**config.mk**
```make
export PLATFORM = sky130hd
export DESIGN_NAME = ddr_tx_flat
export DESIGN_NICKNAME = d
export VERILOG_FILES = /design/src/rtl/ddr_tx_if.sv /design/src/rtl/ddr_tx.sv /design/src/flat_wrapper.sv
export SDC_FILE = /design/constraint.sdc
export NUM_CORES = 1
export LEC_CHECK = 0
export ABC_CLOCK_PERIOD_IN_PS = 2340
export BUFFER_PORTS_ARGS = -buffer_cell sky130_fd_sc_hd__buf_2
export CAP_MARGIN = 20
export CORE_UTILIZATION = 30
export DETAILED_ROUTE_END_ITERATION = 10
export GPL_ROUTABILITY_DRIVEN = 0
export RECOVER_POWER = 100
export SETUP_SLACK_MARGIN = 0.1
export SKIP_LAST_GASP = 1
export SLEW_MARGIN = 25
export SYNTH_ARGS = -nofsm -noshare
export SYNTH_HDL_FRONTEND = slang
export SYNTH_SLANG_ARGS = --single-unit
export TNS_END_PERCENT = 5
```
**constraint.sdc**
```tcl
create_clock -name i_sys_clk -period 2.34 [get_ports i_sys_clk]
set_clock_uncertainty 0.15 [all_clocks]
set_input_delay 0.234 -clock i_sys_clk [delete_from_list [all_inputs] [get_ports i_sys_clk]]
set_output_delay 0.234 -clock i_sys_clk [all_outputs]
set_load 0.05 [all_outputs]
```
**src/rtl/ddr_tx_if.sv**
```systemverilog
`default_nettype none
// ============================================================================
// Module      : ddr_tx_if
// Description : Bus bundle between the DDR CCC engine / SCL generator / CRC5
//               engine side and the HDR-DDR serializer.
// Revision    : 1.0 - initial release
// ============================================================================
interface ddr_tx_if;
    logic       i_sclgen_scl_pos_edge;
    logic       i_sclgen_scl_neg_edge;
    logic       i_ddrccc_tx_en;
    logic [2:0] i_ddrccc_tx_mode;
    logic [7:0] i_regf_tx_data;
    logic [4:0] i_crc_value;
    logic       o_sdahnd_tx_sda;
    logic       o_ddrccc_tx_mode_done;
    logic       o_crc_en;
    logic       o_crc_data_valid;
    logic [7:0] o_crc_data;

    // Serializer side
    modport slave (
        input  i_sclgen_scl_pos_edge, i_sclgen_scl_neg_edge,
        input  i_ddrccc_tx_en, i_ddrccc_tx_mode,
        input  i_regf_tx_data, i_crc_value,
        output o_sdahnd_tx_sda, o_ddrccc_tx_mode_done,
        output o_crc_en, o_crc_data_valid, o_crc_data
    );

    // Engine / surrounding datapath side
    modport master (
        output i_sclgen_scl_pos_edge, i_sclgen_scl_neg_edge,
        output i_ddrccc_tx_en, i_ddrccc_tx_mode,
        output i_regf_tx_data, i_crc_value,
        input  o_sdahnd_tx_sda, o_ddrccc_tx_mode_done,
        input  o_crc_en, o_crc_data_valid, o_crc_data
    );
endinterface
`default_nettype wire

```
**src/rtl/ddr_tx.sv**
```systemverilog
`default_nettype none
// ============================================================================
// Module      : ddr_tx
// Description : HDR-DDR serializer. Shifts the requested field onto SDA one
//               bit per SCL edge, tracks the two data bytes of a word for
//               parity and feeds bytes to the CRC5 engine.
// Revision    : 1.0 - initial release
// ============================================================================
module ddr_tx (
    input  wire      i_sys_clk,
    input  wire      i_sys_rst,
    ddr_tx_if.slave  tx_if
);

    localparam logic [2:0] c_MODE_IDLE   = 3'b000;
    localparam logic [2:0] c_MODE_PRE1   = 3'b001;
    localparam logic [2:0] c_MODE_PRE0   = 3'b010;
    localparam logic [2:0] c_MODE_BYTE   = 3'b011;
    localparam logic [2:0] c_MODE_PARITY = 3'b100;
    localparam logic [2:0] c_MODE_TOKEN  = 3'b101;
    localparam logic [2:0] c_MODE_CRC    = 3'b110;
    localparam logic [2:0] c_MODE_RSVD   = 3'b111;

    typedef enum logic [1:0] {
        ST_IDLE  = 2'd0,
        ST_LOAD  = 2'd1,
        ST_SHIFT = 2'd2,
        ST_DONE  = 2'd3
    } state_t;

    state_t      r_state;
    state_t      w_state_nxt;

    logic        r_prev_en;
    logic [2:0]  r_prev_mode;
    logic [2:0]  r_field;
    logic [7:0]  r_shift;
    logic [2:0]  r_len;
    logic [2:0]  r_count;
    logic [15:0] r_word;
    logic        r_byte_num;
    logic        r_pre_seen;
    logic        r_sda;
    logic        r_crc_en;
    logic        r_crc_valid;
    logic [7:0]  r_crc_data;

    wire         w_en     = tx_if.i_ddrccc_tx_en;
    wire  [2:0]  w_mode   = tx_if.i_ddrccc_tx_mode;
    wire         w_strobe = tx_if.i_sclgen_scl_pos_edge | tx_if.i_sclgen_scl_neg_edge;
    wire         w_active = (w_mode != c_MODE_IDLE) && (w_mode != c_MODE_RSVD);
    wire         w_change = ({w_en, w_mode} != {r_prev_en, r_prev_mode});
    wire         w_load   = w_en && w_active && w_change;
    wire         w_last   = (r_count == r_len);
    // Word parity: P1 over odd bit positions, P0 over even positions inverted
    wire         w_p1     = ^(r_word & 16'hAAAA);
    wire         w_p0     = ~(^(r_word & 16'h5555));

    // Field FSM state register
    always_ff @(posedge i_sys_clk or negedge i_sys_rst) begin
        if (!i_sys_rst) r_state <= ST_IDLE;
        else            r_state <= w_state_nxt;
    end

    // Next-state: disable and mode changes take priority over edge strobes
    always_comb begin
        w_state_nxt = r_state;
        if (!w_en)
            w_state_nxt = ST_IDLE;
        else if (w_load)
            w_state_nxt = ST_LOAD;
        else if (!w_active)
            w_state_nxt = ST_IDLE;
        else begin
            case (r_state)
                ST_LOAD:  w_state_nxt = ST_SHIFT;
                ST_SHIFT: if (w_strobe && w_last) w_state_nxt = ST_DONE;
                ST_DONE:  w_state_nxt = ST_IDLE;
                default:  w_state_nxt = r_state;
            endcase
        end
    end

    // Field capture, bit shifting, word tracking and CRC feed
    always_ff @(posedge i_sys_clk or negedge i_sys_rst) begin
        if (!i_sys_rst) begin
            r_prev_en   <= 1'b0;
            r_prev_mode <= c_MODE_IDLE;
            r_field     <= c_MODE_IDLE;
            r_shift     <= 8'h00;
            r_len       <= 3'd0;
            r_count     <= 3'd0;
            r_word      <= 16'h0000;
            r_byte_num  <= 1'b0;
            r_pre_seen  <= 1'b0;
            r_sda       <= 1'b1;
            r_crc_en    <= 1'b0;
            r_crc_valid <= 1'b0;
            r_crc_data  <= 8'h00;
        end else begin
            r_prev_en   <= w_en;
            r_prev_mode <= w_mode;
            r_crc_valid <= 1'b0;
            if (!w_en) begin
                r_count    <= 3'd0;
                r_sda      <= 1'b1;
                r_byte_num <= 1'b0;
                r_word     <= 16'h0000;
                r_crc_en   <= 1'b0;
                r_pre_seen <= 1'b0;
            end else begin
                // CRC phase ends on the cycle after the CRC value field is done
                if (r_state == ST_DONE && r_field == c_MODE_CRC)
                    r_crc_en <= 1'b0;
                if (w_load) begin
                    r_field <= w_mode;
                    r_count <= 3'd0;
                    case (w_mode)
                        c_MODE_PRE1: begin
                            r_shift    <= 8'h80;
                            r_len      <= 3'd0;
                            r_pre_seen <= 1'b1;
                        end
                        c_MODE_PRE0: begin
                            r_shift    <= 8'h00;
                            r_len      <= 3'd0;
                            r_pre_seen <= 1'b1;
                        end
                        c_MODE_BYTE: begin
                            r_shift     <= tx_if.i_regf_tx_data;
                            r_len       <= 3'd7;
                            r_crc_data  <= tx_if.i_regf_tx_data;
                            r_crc_valid <= 1'b1;
                            if (r_byte_num) r_word[7:0]  <= tx_if.i_regf_tx_data;
                            else            r_word[15:8] <= tx_if.i_regf_tx_data;
                            if (r_pre_seen) begin
                                r_crc_en   <= 1'b1;
                                r_pre_seen <= 1'b0;
                            end
                        end
                        c_MODE_PARITY: begin
                            r_shift <= {w_p1, w_p0, 6'b000000};
                            r_len   <= 3'd1;
                        end
                        c_MODE_TOKEN: begin
                            r_shift <= 8'hC0;
                            r_len   <= 3'd3;
                        end
                        c_MODE_CRC: begin
                            r_shift <= {tx_if.i_crc_value, 3'b000};
                            r_len   <= 3'd4;
                        end
                        default: begin
                            r_shift <= 8'hFF;
                            r_len   <= 3'd0;
                        end
                    endcase
                end else if (!w_active) begin
                    r_sda   <= 1'b1;
                    r_count <= 3'd0;
                end else begin
                    case (r_state)
                        ST_LOAD: begin
                            r_sda   <= r_shift[7];
                            r_shift <= {r_shift[6:0], 1'b0};
                        end
                        ST_SHIFT: begin
                            if (w_strobe) begin
                                if (w_last) begin
                                    if (r_field == c_MODE_BYTE)
                                        r_byte_num <= ~r_byte_num;
                                    else if (r_field == c_MODE_PARITY)
                                        r_byte_num <= 1'b0;
                                end else begin
                                    r_sda   <= r_shift[7];
                                    r_shift <= {r_shift[6:0], 1'b0};
                                    r_count <= r_count + 3'd1;
                                end
                            end
                        end
                        default: begin
                            r_sda <= r_sda;
                        end
                    endcase
                end
            end
        end
    end

    assign tx_if.o_sdahnd_tx_sda       = r_sda;
    assign tx_if.o_ddrccc_tx_mode_done = (r_state == ST_DONE);
    assign tx_if.o_crc_en              = r_crc_en;
    assign tx_if.o_crc_data_valid      = r_crc_valid;
    assign tx_if.o_crc_data            = r_crc_data;

endmodule
`default_nettype wire

```
**src/flat_wrapper.sv**
```systemverilog
// flat-port wrapper written by rule: the top's interface ports become plain ports
module ddr_tx_flat 
  (i_sys_clk, i_sys_rst, tx_if_i_sclgen_scl_pos_edge, tx_if_i_sclgen_scl_neg_edge, tx_if_i_ddrccc_tx_en, tx_if_i_ddrccc_tx_mode, tx_if_i_regf_tx_data, tx_if_i_crc_value, tx_if_o_sdahnd_tx_sda, tx_if_o_ddrccc_tx_mode_done, tx_if_o_crc_en, tx_if_o_crc_data_valid, tx_if_o_crc_data);
  ddr_tx_if tx_if_i ();
  input  wire i_sys_clk;
  input  wire i_sys_rst;
  input wire logic [$bits(tx_if_i.i_sclgen_scl_pos_edge)-1:0] tx_if_i_sclgen_scl_pos_edge;
  input wire logic [$bits(tx_if_i.i_sclgen_scl_neg_edge)-1:0] tx_if_i_sclgen_scl_neg_edge;
  input wire logic [$bits(tx_if_i.i_ddrccc_tx_en)-1:0] tx_if_i_ddrccc_tx_en;
  input wire logic [$bits(tx_if_i.i_ddrccc_tx_mode)-1:0] tx_if_i_ddrccc_tx_mode;
  input wire logic [$bits(tx_if_i.i_regf_tx_data)-1:0] tx_if_i_regf_tx_data;
  input wire logic [$bits(tx_if_i.i_crc_value)-1:0] tx_if_i_crc_value;
  output wire logic [$bits(tx_if_i.o_sdahnd_tx_sda)-1:0] tx_if_o_sdahnd_tx_sda;
  output wire logic [$bits(tx_if_i.o_ddrccc_tx_mode_done)-1:0] tx_if_o_ddrccc_tx_mode_done;
  output wire logic [$bits(tx_if_i.o_crc_en)-1:0] tx_if_o_crc_en;
  output wire logic [$bits(tx_if_i.o_crc_data_valid)-1:0] tx_if_o_crc_data_valid;
  output wire logic [$bits(tx_if_i.o_crc_data)-1:0] tx_if_o_crc_data;
  assign tx_if_i.i_sclgen_scl_pos_edge = tx_if_i_sclgen_scl_pos_edge;
  assign tx_if_i.i_sclgen_scl_neg_edge = tx_if_i_sclgen_scl_neg_edge;
  assign tx_if_i.i_ddrccc_tx_en = tx_if_i_ddrccc_tx_en;
  assign tx_if_i.i_ddrccc_tx_mode = tx_if_i_ddrccc_tx_mode;
  assign tx_if_i.i_regf_tx_data = tx_if_i_regf_tx_data;
  assign tx_if_i.i_crc_value = tx_if_i_crc_value;
  assign tx_if_o_sdahnd_tx_sda = tx_if_i.o_sdahnd_tx_sda;
  assign tx_if_o_ddrccc_tx_mode_done = tx_if_i.o_ddrccc_tx_mode_done;
  assign tx_if_o_crc_en = tx_if_i.o_crc_en;
  assign tx_if_o_crc_data_valid = tx_if_i.o_crc_data_valid;
  assign tx_if_o_crc_data = tx_if_i.o_crc_data;
  ddr_tx u_core (.i_sys_clk(i_sys_clk), .i_sys_rst(i_sys_rst), .tx_if(tx_if_i));
endmodule
```
[Word level (Yosys, flattened, before mapping)]
Cells that the tools add are included.
Storage, ports and cells
  bits in registers: 52
  bits in latches: 0
  RAM bits: 0
  ROM bits: 0
  bits of input ports: 21
  output and inout bits: 12
  logic and storage cells: 124
  memories kept: 0
Cells by class
  $add $sub $neg: 1
  $mul: 0
  divide/modulo/power cells: 0
  magnitude comparators: 0
  equal/unequal tests: 36
  shift operators: 0
  multiplexer cells: 48
  bitwise gates (word level): 3
  reductions and logical operators: 21
Operator list (number)
  $mux W16: 3
  $mux W8: 6
  $pmux W8 S6: 1
  $reduce_xor A16 Y1: 2
  $mux W1: 23
  $mux W3: 6
  $ne A4 B4 Y1 const B: 4
  $pmux W8 S2: 1
  $eq A3 B3 Y1 const B: 5
  $ne A2 B1 Y1 const B: 7
  $pmux W3 S4: 1
  $reduce_and A3 Y1: 4
  $eq A3 B2 Y1 const B: 3
  $mux W2: 4
  $ne A4 B3 Y1 const B: 2
  $ne A3 B1 Y1 const B: 2
  $ne A3 B2 Y1 const B: 2
  $ne A6 B6 Y1 const B: 1
  $pmux W2 S3: 1
  $reduce_and A2 Y1: 3
  $reduce_and A6 Y1: 1
  $reduce_bool A3 Y1: 2
  $logic_and A1 B1 Y1: 5
  $ne A5 B5 Y1 const B: 1
  other kinds (15): 19

[Logic depth before layout (Yosys ltp)]
  depth after elaboration: 9
  gate-level depth with buffers: 7

[Least setup slack after synthesis]
Ideal clock, no wire load.
  path type: reg2reg
  start: register u_core.r_prev_en
  end: register u_core.r_field[0]
  library setup time: 125 ps
  data arrival time: 1519 ps
  path slack: 546 ps
  stages on the path, launching flop included: 6
  path buffers: 1
  clock period less this slack: 1794 ps
  path through: dfrtp_1 -> xor2_1 -> nor4_2 -> buf_6 -> nand2b_2 -> mux2_2
Between the ends
  word-level cells in the longest chain between the ends: 3
RTL lines
  start: declaration: RTL line ddr_tx.sv:34  | logic r_prev_en;
  start signal: assignment: RTL line ddr_tx.sv:101  | r_prev_en <= w_en;
  $ne A4 B4 Y1: RTL line ddr_tx.sv:52  | wire w_change = ({w_en, w_mode} != {r_prev_en, r_prev_mode});
  $logic_and A1 B1 Y1: RTL line ddr_tx.sv:53  | wire w_load = w_en && w_active && w_change;
  $reduce_and A2 Y1 (no source line)
  end signal: assignment: RTL line ddr_tx.sv:89  | r_field <= c_MODE_IDLE;
  end signal: assignment: RTL line ddr_tx.sv:116  | r_field <= w_mode;
  end: declaration: RTL line ddr_tx.sv:36  | logic [2:0] r_field;
No other way between the ends.
A chain may end at the register's enable or synchronous reset.

[Worst setup path after layout]
  start: input tx_if_i_ddrccc_tx_mode[1]
  end: register u_core.r_crc_data[4] (netlist: u_core.tx_if.o_crc_data[4])
Between the ends
  word-level cells in the longest chain between the ends: 5
RTL lines
  start: declaration: RTL line flat_wrapper.sv:10  | input wire logic [$bits(tx_if_i.i_ddrccc_tx_mode)-1:0] tx_if_i_ddrccc_tx_mode;
  $ne A3 B3 Y1 or $reduce_bool A3 Y1 (tied branches): RTL line ddr_tx.sv:51  | wire w_active = (w_mode != c_MODE_IDLE) && (w_mode != c_MODE_RSVD);
  $logic_and A1 B1 Y1: RTL line ddr_tx.sv:51
  $logic_and A1 B1 Y1 (2 in series): RTL line ddr_tx.sv:53
  $reduce_and A3 Y1 (no source line) *
  end signal: assignment: RTL line ddr_tx.sv:132  | r_crc_data <= tx_if.i_regf_tx_data;
  end: declaration: RTL line ddr_tx.sv:46  | logic [7:0] r_crc_data;
Mark *: on every way between the ends. The rest lies on a longest branch, timed or not.

==> flow_summary_export.csv <==
group,metric,value,unit
run_status,status,"finished clean",
global_routing,grt_max_degree,36,
placement,dp_hpwl,4.108,mm
synth,seq_area_frac_synth,0.4948,
timing,finalHoldViolCount,0,
floorplanning,rows,33,
timing,min_period,1.972,ns
setup_path,r2r-start,"u_core.r_prev_en",
setup_path,end_kind,"register",
setup_path,crit_start,"tx_if_i_ddrccc_tx_mode[1]",
route,route.detailed.drc,0,
global_routing,overflow,0,
power_and_ir_drop,p_leak,1.226,nW
synth,syn_avg_cell_area,10.24,um2
global_routing,grt_pass1_wl,9.487,mm
cells_and_area,final-instance-count-excl-fill,399,
synth,syn-num-nets,282,
floorplanning,num_io_pins,33,
setup_path,crit_arrival,2.02,ns
clock_tree,cts_resized,0,
clock_tree,cts_sinks,52,
clock_tree,cts_htree_levels,2,
synth,synth_cell_types,43,
job,drv_cap,0,
floorplanning,core_area,8341,um2
setup_path,cp_data_required_time,2.39,ns
route,drtIter0Drc,67,
clock_tree,cts_root_buf,"clkbuf_8",
synth,async_flop_share,1.000,
placement,place_ws,0.3401,ns
synth,ys_seq_elements,52,
synth,ys_top_cells_by_area,"dfrtp_1 48%, nand2_1 6.4%, o21ai_0 5.3%",
synth,syn_inst,257,
setup_path,path_class,"in -> reg",
clock_tree,clk_latency,0.30,ns
cells_and_area,fillers,892,
timing,setup_ws,0.3676,ns
timing,setup-tns-final,0,ns
cells_and_area,final_cell_area,2914,um2
global_routing,antenna_found_initial,0,
route,viasPerCell,4.732,
route,ant_nets,0,
cells_and_area,nets,319,
timing,max_freq,507.0,MHz
cells_and_area,syn_to_final_growth,10.69,%
placement,port-buffer-count,32,
timing,relSlewSlack,0.4136,
synth,synth_edf_count,0,
cells_and_area,drive_gt1_frac,0.1395,
global_routing,grt_pass1_vias,1913,
timing,final-setup-viol-count,0,
synth,synth_area,2633,um2
route,vias,1888,
floorplanning,start_util,0.3156,
min_path,worstHoldStart,"tx_if_i_regf_tx_data[2]",
timing,finalCritPeriodShare,0.8429,
cells_and_area,diodes,0,
route,wirelength,5.611,mm
clock_tree,ctsLongestPathBuffers,2,
min_path,min_path_type,"in -> reg",
synth,yosysTopAreaCell,"dfrtp_1",
setup_path,path_max_fanout,16,
global_routing,grt_usage,0.1374,
placement,dpl.cell_count,391,
route,drt_pass1_iterations,4,
setup_path,crit_path_start_kind,"input pin",
timing,tightest_slew,0.8796,ns
floorplanning,die_x,95.68,um
synth,synth_top_area_frac,0.4848,
route,wl_per_cell,14.06,um
power_and_ir_drop,p_total,1.911,mW
timing,rsz0062_at_grt,"false",
power_and_ir_drop,power.density,655.7,nW/um2
power_and_ir_drop,ir_worst_vdd,0.0004068,V
clock_tree,cts.clk_slew.worst_paths,0.09,ns
synth,synth-warning-count,0,
clock_tree,cts_buffers,5,
timing,drv_slew,0,
floorplanning,die_area,9154,um2
clock_tree,tritoncts,"done",
synth,synthFlopType,"dfrtp_1",
floorplanning,die_h,95.68,um
placement,placed_area,2909,um2
-- where the power goes --
| part | internal (mW) | switching (mW) |
|---|---|---|
| Sequential | 0.973 | 0.0440 |
| Combinational | 0.117 | 0.279 |
| Clock | 0.203 | 0.294 |
| Total | 1.29 | 0.617 |
-- repair_timing --
action                    in CTS  in global routing
hold buffers                   1                  0
hold endpoints to repair      32                  0
buffers inserted               0                  0
-- through the flow --
stage | hold slack, ns | utilization
floorplan | -0.2116 | -
global placement | 0.2242 | 0.3488
detailed placement | 0.2222 | 0.3488
CTS | 0.01258 | 0.3597
global route | 0.04197 | 0.3494
finish | 0.02720 | 0.3494
-- layer usage --
| metal | part of all wire | track usage |
|---|---|---|
| met4 | 0.010 | 0.04104 |
| met2 | 0.46 | 0.2179 |
| met5 | 0 | 0 |
| met1 | 0.50 | 0.1888 |
| met3 | 0.035 | 0.02711 |
-- critical path, cell delays in order --
cell and delay (ns):
clkbuf_1 0.47, xor2_1 0.21, nor4_1 0.07, buf_4 0.17, nor3_1 0.26, buf_4 0.24, mux2_2 0.34
-- synthesized netlist by cell type (6+ instances only) --
cell type  count
nor2_1        10
inv_1         10
a21oi_1        6
dfrtp_1       51
mux2i_1       10
buf_4          7
xor2_1         8
xnor2_1       16
nand2_1       45
o21ai_0       28
o21ai_1        7
mux2_2         7
-- logic make-up (layout without fill, tap and decap cells) --
family | after synthesis | in the layout | share of synthesized area
AO/OA/AOI/OAI | 57 | 57 | 0.1269
XOR/XNOR | 24 | 24 | 0.07985
adder cells (fa/ha/maj) | 4 | 4 | 0.01901
buffers and inverters | 23 | 60 | 0.04848
flip-flops | 52 | 52 | 0.4948
multiplexers | 17 | 17 | 0.06797
AND/OR/NAND/NOR | 80 | 80 | 0.1630
-- registers in the layout (all words and copies together) (netlist names) --
register	flops
u_core.r_byte_num	1
u_core.r_count	3
u_core.r_shift	8
u_core.r_word	16
u_core.tx_if.o_crc_en	1
u_core.tx_if.o_crc_data_valid	1
u_core.r_prev_en	1
u_core.r_state	2
u_core.tx_if.o_sdahnd_tx_sda	1
u_core.r_prev_mode	3
u_core.r_field	3
u_core.tx_if.o_crc_data	8
u_core.r_pre_seen	1
u_core.r_len	3
-- path summary, 6_finish.rpt --
check / cells after the start / slack, ns / endpoint
hold reg to reg: 2 / 0.36 / u_core.r_len[1]
max in group asynchronous: 3 / 0.66 / u_core.r_shift[1]
setup reg to reg: 5 / 0.40 / u_core.r_field[2]
min in group asynchronous: 2 / 0.43 / u_core.tx_if.o_crc_data[3]
hold / removal: 3 / 0.03 / u_core.r_word[10]
setup / recovery: 7 / 0.37 / u_core.tx_if.o_crc_data[4]
-- placed cells by master, fill, tap and decap left out, drive strengths merged, types with 6 or more instances in the layout --
master / n
a21oi: 6
buf: 19
clkbuf: 28
dfrtp: 51
inv: 10
mux2: 7
mux2i: 10
nand2: 45
nor2: 11
o21ai: 35
xnor2: 16
xor2: 8
-- layout make-up --
class                      instances  area, um2  share of cell area
sequential                        52       1303              0.4470
multi-input combinational        182       1161              0.3985
clock buffer                       5      68.82             0.02362
timing repair buffer              43      200.2             0.06870
clock inverter                     2      12.51            0.004294
inverter                          10      37.54             0.01288
tap                              105      131.4             0.04508
Power figures use the tool's default switching activity.
